<file path="src/rtl/io_pads_filtered.sv">
// Caravel pad interface: maps logical pins onto user pads, synchronises and glitch-filters inputs,
// latches sticky edge flags with a maskable interrupt, configured through a small register file.
module io_pads_filtered #(
  parameter int IO_PINS     = 16,
  parameter int IO_PADS     = 38,
  parameter int FIRST_PAD   = 12,
  parameter int SYNC_STAGES = 2,
  parameter int FILT_W      = 4
) (
  input  logic               wb_clk_i,
  input  logic               wb_rst_i,
  input  logic [IO_PADS-1:0] io_in,
  output logic [IO_PADS-1:0] io_out,
  output logic [IO_PADS-1:0] io_oeb,
  output logic               rst_soft_n,
  output logic [IO_PINS-1:0] pin_dir,
  output logic [IO_PINS-1:0] pin_data_in,
  input  logic [IO_PINS-1:0] pin_data_out,
  input  logic               cfg_we,
  input  logic [2:0]         cfg_addr,
  input  logic [IO_PINS-1:0] cfg_wdata,
  output logic [IO_PINS-1:0] cfg_rdata,
  output logic               edge_irq
);

  localparam logic [2:0] ADDR_PROG     = 3'd0;
  localparam logic [2:0] ADDR_DIR      = 3'd1;
  localparam logic [2:0] ADDR_FILT_EN  = 3'd2;
  localparam logic [2:0] ADDR_FLAGS    = 3'd3;
  localparam logic [2:0] ADDR_FILT_LEN = 3'd4;
  localparam logic [2:0] ADDR_IRQ_MASK = 3'd5;
  localparam logic [2:0] ADDR_STATE    = 3'd6;

  localparam logic [IO_PADS-1:0] PIN_MASK = IO_PADS'({IO_PINS{1'b1}}) << FIRST_PAD;

  logic                            programming;
  logic [IO_PINS-1:0]              saved_dir;
  logic [IO_PINS-1:0]              filt_en;
  logic [IO_PINS-1:0]              edge_flags;
  logic [FILT_W-1:0]               filt_len;
  logic [IO_PINS-1:0]              irq_mask;

  logic [IO_PINS-1:0]              sync_q [SYNC_STAGES];
  logic [IO_PINS-1:0]              s;
  logic [IO_PINS-1:0]              f_q, f_next;
  logic [IO_PINS-1:0][FILT_W-1:0]  cnt_q, cnt_next;
  logic [IO_PINS-1:0]              edge_set, edge_clr;
  logic                            unused_pads;

  // Pads outside the pin window are never sampled.
  assign unused_pads = ^(io_in & ~PIN_MASK);

  assign rst_soft_n  = !wb_rst_i && !programming;
  assign pin_dir     = programming ? '0 : saved_dir;
  assign pin_data_in = f_q & ~pin_dir;
  assign s           = sync_q[SYNC_STAGES-1];

  always_comb begin
    io_out = '0;
    io_oeb = '1;
    io_out[FIRST_PAD +: IO_PINS] = pin_dir & pin_data_out;
    io_oeb[FIRST_PAD +: IO_PINS] = ~pin_dir;
  end

  // Glitch filter: a differing sample must persist filt_len cycles before f accepts it.
  always_comb begin
    // NOTE: defaults first so every path assigns every bit and no latch is inferred.
    f_next   = f_q;
    cnt_next = '0;
    for (int i = 0; i < IO_PINS; i++) begin
      if (!filt_en[i] || filt_len == '0) begin
        f_next[i] = s[i];
      end else if (s[i] != f_q[i]) begin
        if (cnt_q[i] >= filt_len - FILT_W'(1)) f_next[i] = s[i];
        else                                  cnt_next[i] = cnt_q[i] + FILT_W'(1);
      end
    end
  end

  assign edge_set = (f_next ^ f_q) & ~pin_dir;
  assign edge_clr = (cfg_we && cfg_addr == ADDR_FLAGS) ? cfg_wdata : '0;

  // NOTE: all state uses non-blocking assignments so every flop samples pre-edge values.
  always_ff @(posedge wb_clk_i or posedge wb_rst_i) begin
    if (wb_rst_i) begin
      for (int k = 0; k < SYNC_STAGES; k++) sync_q[k] <= '0;
      f_q   <= '0;
      cnt_q <= '0;
    end else begin
      sync_q[0] <= io_in[FIRST_PAD +: IO_PINS];
      for (int k = 1; k < SYNC_STAGES; k++) sync_q[k] <= sync_q[k-1];
      f_q   <= f_next;
      cnt_q <= cnt_next;
    end
  end

  always_ff @(posedge wb_clk_i or posedge wb_rst_i) begin
    if (wb_rst_i) begin
      programming <= 1'b0;
      saved_dir   <= '0;
      filt_en     <= '0;
      edge_flags  <= '0;
      filt_len    <= '0;
      irq_mask    <= '0;
      edge_irq    <= 1'b0;
    end else begin
      if (cfg_we) begin
        case (cfg_addr)
          ADDR_PROG:     programming <= cfg_wdata[0];
          ADDR_DIR:      saved_dir   <= cfg_wdata;
          ADDR_FILT_EN:  filt_en     <= cfg_wdata;
          ADDR_FILT_LEN: filt_len    <= cfg_wdata[FILT_W-1:0];
          ADDR_IRQ_MASK: irq_mask    <= cfg_wdata;
          default: ;
        endcase
      end
      // A new edge wins over a simultaneous W1C clear.
      edge_flags <= (edge_flags & ~edge_clr) | edge_set;
      edge_irq   <= |(edge_flags & irq_mask);
    end
  end

  always_comb begin
    cfg_rdata = '0;
    case (cfg_addr)
      ADDR_PROG:     cfg_rdata = IO_PINS'(programming);
      ADDR_DIR:      cfg_rdata = saved_dir;
      ADDR_FILT_EN:  cfg_rdata = filt_en;
      ADDR_FLAGS:    cfg_rdata = edge_flags;
      ADDR_FILT_LEN: cfg_rdata = IO_PINS'(filt_len);
      ADDR_IRQ_MASK: cfg_rdata = irq_mask;
      ADDR_STATE:    cfg_rdata = f_q;
      default:       cfg_rdata = '0;
    endcase
  end

endmodule

</file>
<file path="config.mk">
export PLATFORM = sky130hd
export DESIGN_NAME = io_pads_filtered
export DESIGN_NICKNAME = d
export VERILOG_FILES = /design/src/rtl/io_pads_filtered.sv
export SDC_FILE = /design/constraint.sdc
export NUM_CORES = 1
export LEC_CHECK = 0
export ABC_AREA = 1
export CORE_MARGIN = 4
export CORE_UTILIZATION = 40
export DETAILED_ROUTE_END_ITERATION = 10
export MAX_ROUTING_LAYER = met4
export PLACE_DENSITY = 0.64
export SYNTH_ARGS = -nofsm -noshare
export SYNTH_HDL_FRONTEND = slang
export SYNTH_SLANG_ARGS = --single-unit
</file>
<file path="constraint.sdc">
create_clock -name wb_clk_i -period 7.2 [get_ports wb_clk_i]
set_clock_uncertainty 0.2 [all_clocks]
set_input_delay 1.8 -clock wb_clk_i [delete_from_list [all_inputs] [get_ports wb_clk_i]]
set_output_delay 1.8 -clock wb_clk_i [all_outputs]
set_load 0.05 [all_outputs]
</file>
# ---- After elaboration in Yosys (flattened, before gate mapping)
# Cells that the tools add are included.
dict set report classes {
  n_eq_ne 22
  n_lt_le_gt_ge 16
  n_reduce_logical 44
  n_addsub 17
  bitwise_logic 9
  div 0
  shift 0
  muxes 99
  mul 0
}
# operator count
set ops {}
lappend ops {{$mux 4} 48}
lappend ops {{$pmux 16 s7} 1}
lappend ops {{$and 16x16->16} 5}
lappend ops {{$add 4x1->4 const B} 16}
lappend ops {{$ge 4x4->1} 16}
lappend ops {{$mux 1} 48}
lappend ops {{$mux 16} 2}
lappend ops {{$not 16->16} 2}
lappend ops {{$logic_not 1->1} 18}
lappend ops {{$logic_or 1x1->1} 16}
lappend ops {{$ne 1x1->1} 16}
lappend ops {{$or 16x16->16} 1}
lappend ops {{$reduce_or 16->1} 1}
lappend ops {{$xor 16x16->16} 1}
lappend ops {{$reduce_and 2->1} 5}
lappend ops {{$eq 3x3->1 const B} 3}
lappend ops {{$eq 3x2->1 const B} 2}
lappend ops {{$logic_not 4->1} 1}
lappend ops {{$sub 4x1->4 const B} 1}
lappend ops {{$eq 3x1->1 const B} 1}
lappend ops {{$logic_not 3->1} 1}
lappend ops {{$logic_and 1x1->1} 2}
dict set report word_totals {
  wordCells 233
  output_inout_bits 126
  in_bits 76
  mem_bits_rw 0
  regBits 182
  latchBits 0
  memories 0
  mem_bits_ro 0
}

# ---- Logic depth before layout (Yosys ltp)
# Gate-level depths: netlist of run 1.
dict set report depth {
  ltp_word 8
  ltp_mapped 12
  mapped_depth_nobuf 12
}

# ---- Worst setup path after synthesis of run 1
# Ideal clock, no wire load.
dict set report synth_path {
  path_kind {input to output}
  start {in cfg_addr[0]}
  end {out cfg_rdata[10]}
  stages 5
  t_arrival_ns 3.319
  path_slack_ns 1.881
  path_buffers 1
  required_ns 5.200
  cell_sequence {inv_1 -> nor2_1 -> nand2_1 -> clkbuf_1 -> o21ai_0}
}
dict set report synth_between {
  elab_chain_cells 2
  elab_cells_between_ends 8
  classes_between {eq/ne: 6; mux: 1; reduce/logical: 1}
}
# element line_no
set synth_lines {}
lappend synth_lines {{start: declaration} 20} ;# input logic [2:0] cfg_addr,
lappend synth_lines {{$eq 3x3->1, or another cell as far along} 125} ;# case (cfg_addr)
lappend synth_lines {{$pmux 16 s7 (*)} 125}
lappend synth_lines {{end: declaration} 22} ;# output logic [IO_PINS-1:0] cfg_rdata,
# Mark *: on every way between the ends. The rest lies on a longest branch, timed or not.

# ---- Final worst setup path of run 1
dict set report layout_path {
  start {in cfg_addr[2]}
  end {out cfg_rdata[14]}
}
# The elaborated chain is that of the path after synthesis.

==> results of run 1 <==
critical path, stage by stage:
cell and delay [ns]:
clkdlybuf4s50_1 0.53, inv_1 0.20, nand2_1 0.46, o21ai_0 0.57, clkdlybuf4s50_1 0.89
layout by cell type (no fill, tap or decap), drive strengths merged, types with 2 or more instances in the layout:
cell,n
clkinv,4
o22ai,2
a21oi,3
a21o,12
clkdlybuf4s50,135
bufinv,2
xnor2,4
conb,44
clkbuf,22
ha,65
xor2,17
o21ai,119
nor3,3
nor2,161
clkinvlp,4
dfrtp,182
nand3,59
a22oi,2
a22o,4
nand2,391
or2,16
buf,6
nand4,3
inv,222
power by group through the flow:
stage	registers, µW	clock network [µW]	logic (µW)
after floorplan	1230	0	990
after global placement	1260	0	1350
after detailed placement	1260	0	1370
after CTS	1250	974	1370
after global routing	1260	1020	1520
final	1250	956	1360
worst paths after layout:
kind / start / end / slack [ns]
worst max-delay path: cfg_addr[2] / cfg_rdata[14] / 0.75
worst min-delay path: sync_q[25] / s[9] / 0.14
worst max register to register: filt_len[0] / edge_flags[14] / 3.73
worst min register to register: sync_q[25] / s[9] / 0.14
max in group asynchronous: wb_rst_i / edge_flags[14] / 3.87
min in group asynchronous: wb_rst_i / sync_q[29] / 1.80
area by class of cell:
class / instances / area (µm²) / share of cell area [%]
tap: 330 / 413 / 3.35
inverter: 222 / 838 / 6.80
sequential: 182 / 4550 / 36.9
clock inverter: 10 / 121 / 0.984
multi-input combinational: 907 / 4530 / 36.7
timing repair buffer: 141 / 1400 / 11.3
clock buffer: 22 / 484 / 3.93
state kept, by name, summed over array words and instances (netlist names):
register     count
programming      1
s               16
filt_len         4
saved_dir       16
filt_en         16
cnt_q           64
edge_flags      16
sync_q          16
edge_irq         1
f_q             16
irq_mask        16
through the flow:
stage / utilization [%] / std cells / hold WS (ns) / cell area [µm²]
2_1_floorplan: - / 1376 / 0.131 / 10300
3_3_place_gp: 46.7 / 1782 / 0.131 / 11700
3_5_place_dp: 46.7 / 1782 / 0.135 / 11700
4_1_cts: 49.1 / 1814 / 0.149 / 12300
5_1_grt: 49.1 / 1814 / 0.151 / 12300
6_report: 49.1 / 1814 / 0.144 / 12300
kinds of logic (layout without fill, tap and decap cells):
kind of cell    Yosys count  after routing  share of synthesized area [%]
simple gates            634            634                           25.4
other cells               2             44                         0.0737
flops                   182            182                           44.7
compound gates          143            143                           7.57
buf+inv                 287            395                           12.5
xor+xnor                 21             21                           1.81
fa+ha+maj                65             65                           7.98
routing by layer:
metal  global-route usage [%]  share of wire, %  vias to the layer above  wire length [µm]
met5                        -                 0                        -                 0
met4                     4.23               1.4                        0               348
met3                     3.12               4.7                       23              1200
met2                     31.6                49                      206             12300
met1                     23.9                45                     3953             11400
li1                         -                 -                     4275                 -
==> results.md, run 1 <==
* Outcome: finished, final reports clean
* Most numerous cell in the Yosys netlist: nand2_1
* Largest cells by area after synthesis: dfrtp_1, nand2_1, ha_1
* Post-route minimum period at 6.45 ns
* Dpl ws at 0.794 ns
* Relative max-transition margin at 23.1%
* Seq/Total Area, Yosys at 44.7%
* Crit path max fanout at 14
* I/O Buffers at 135
* Total Wirelength at 25200 µm
* Part of the cycle the worst path needs at 89.6%
* Core Box Area at 0.0251 mm²
* Clk pwr share at 26.8%
* H-Tree Depth at 4
* Cell-internal power at 2110 µW
* ANT nets after route at 0
* Synthesized cell area at 0.0102 mm²
* Switching part of the total power at 40.7%
* GPL Wtd Cong at 0.845
* Worst endpoint required time at 5.20 ns
* Post-synth ARST share at 100%
* Number of synthesized flops with an enable pin at 0
* Yosys warns at 0
* Post-CTS sizing at 0
* Total global-route track usage at 18.7%
* Worst EP arrival at 4.45 ns
* Area grow syn2layout at 21.1%
* Die area at 0.0281 mm²
* Die height at 168 µm
* Critical path class: input pin to primary output
* Nets at 1612
* Initial antenna violation count at 0
* CTS Buffer Depth at 2
* Flop pwr share at 35.0%
* CP Capture Type: primary output
* Root buf cell: clkbuf_16
* Gr ovfl total at 0
* Io pins at 202
* P_sw at 1450 µW
* Vias per inst at 4.66
* Unrepaired setup endpoints after global routing: false
* Setup TNS at 0 ns
* Syn_area_per_cell at 7.64 µm²
* Starting density of the core at 40.6%
* Hold_buf cts at 0
* Most frequent cells after synthesis: nand2_1, inv_1, dfrtp_1
* Yosys top cell area share at 44.7%
* CTS Buf Count at 17
* Die width at 168 µm
* Hold crit path type: register to register
* Hold Path Stages at 0
* Cell taking the most area after synthesis: dfrtp_1
* Power Total at 3560 µW
* Final Hold Vio Count at 0
* Cell Rows at 58
* Total number of vias at 8457
* Clock Sinks at 182
* Vias in the first global route at 8219
* Final Setup Violations at 0
* Largest net degree at the start of global routing at 108
* Worst Reg-to-Reg Cells at 11
* Pleak at 0.00636 µW
* CTS tree: yes
* Antenna diodes at 0
* First-pass DRT Iterations at 5
* #FFs+latches synth at 182
* PwrDens at 289 mW/mm²
* WL per Instance at 13.9 µm
* Ys flop type: dfrtp_1
* Filler Cell Count at 2501
* Fin worst setup slack at 0.747 ns
* Max Cap Violations at 0
* Max Clock Freq at 155 MHz
* VDD IR-drop max at 0.000155 V
* Detailed placer's ending HPWL at 17900 µm
* Post-CTS Setup Bufs at 0
* Combinational share of power at 38.2%
* Category of the worst setup path launch point: input pin
* Worst skew pair latency at 0.43 ns
* Max-slew violation count at 0
* DRC at 0
* Drt initial violations at 600
* Synth cell types at 30
* Layout cells sized above 1 at 5.53%
* Post-synthesis cell count at 1334
* Worst-Margin Slew at 1.15 ns
* Clock Pin Slew Worst Setup and Hold Paths at 0.07 ns
* First-pass GRT wire length at 41300 µm
No activity file was read; power rests on OpenSTA's default activity.
==> inputs of run 2 (changes only) <==
- GPL_ROUTABILITY_DRIVEN: not set -> 1
==> results of run 2 <==
Same layout as run 1: the final DEF is identical, and so are final timing and power.
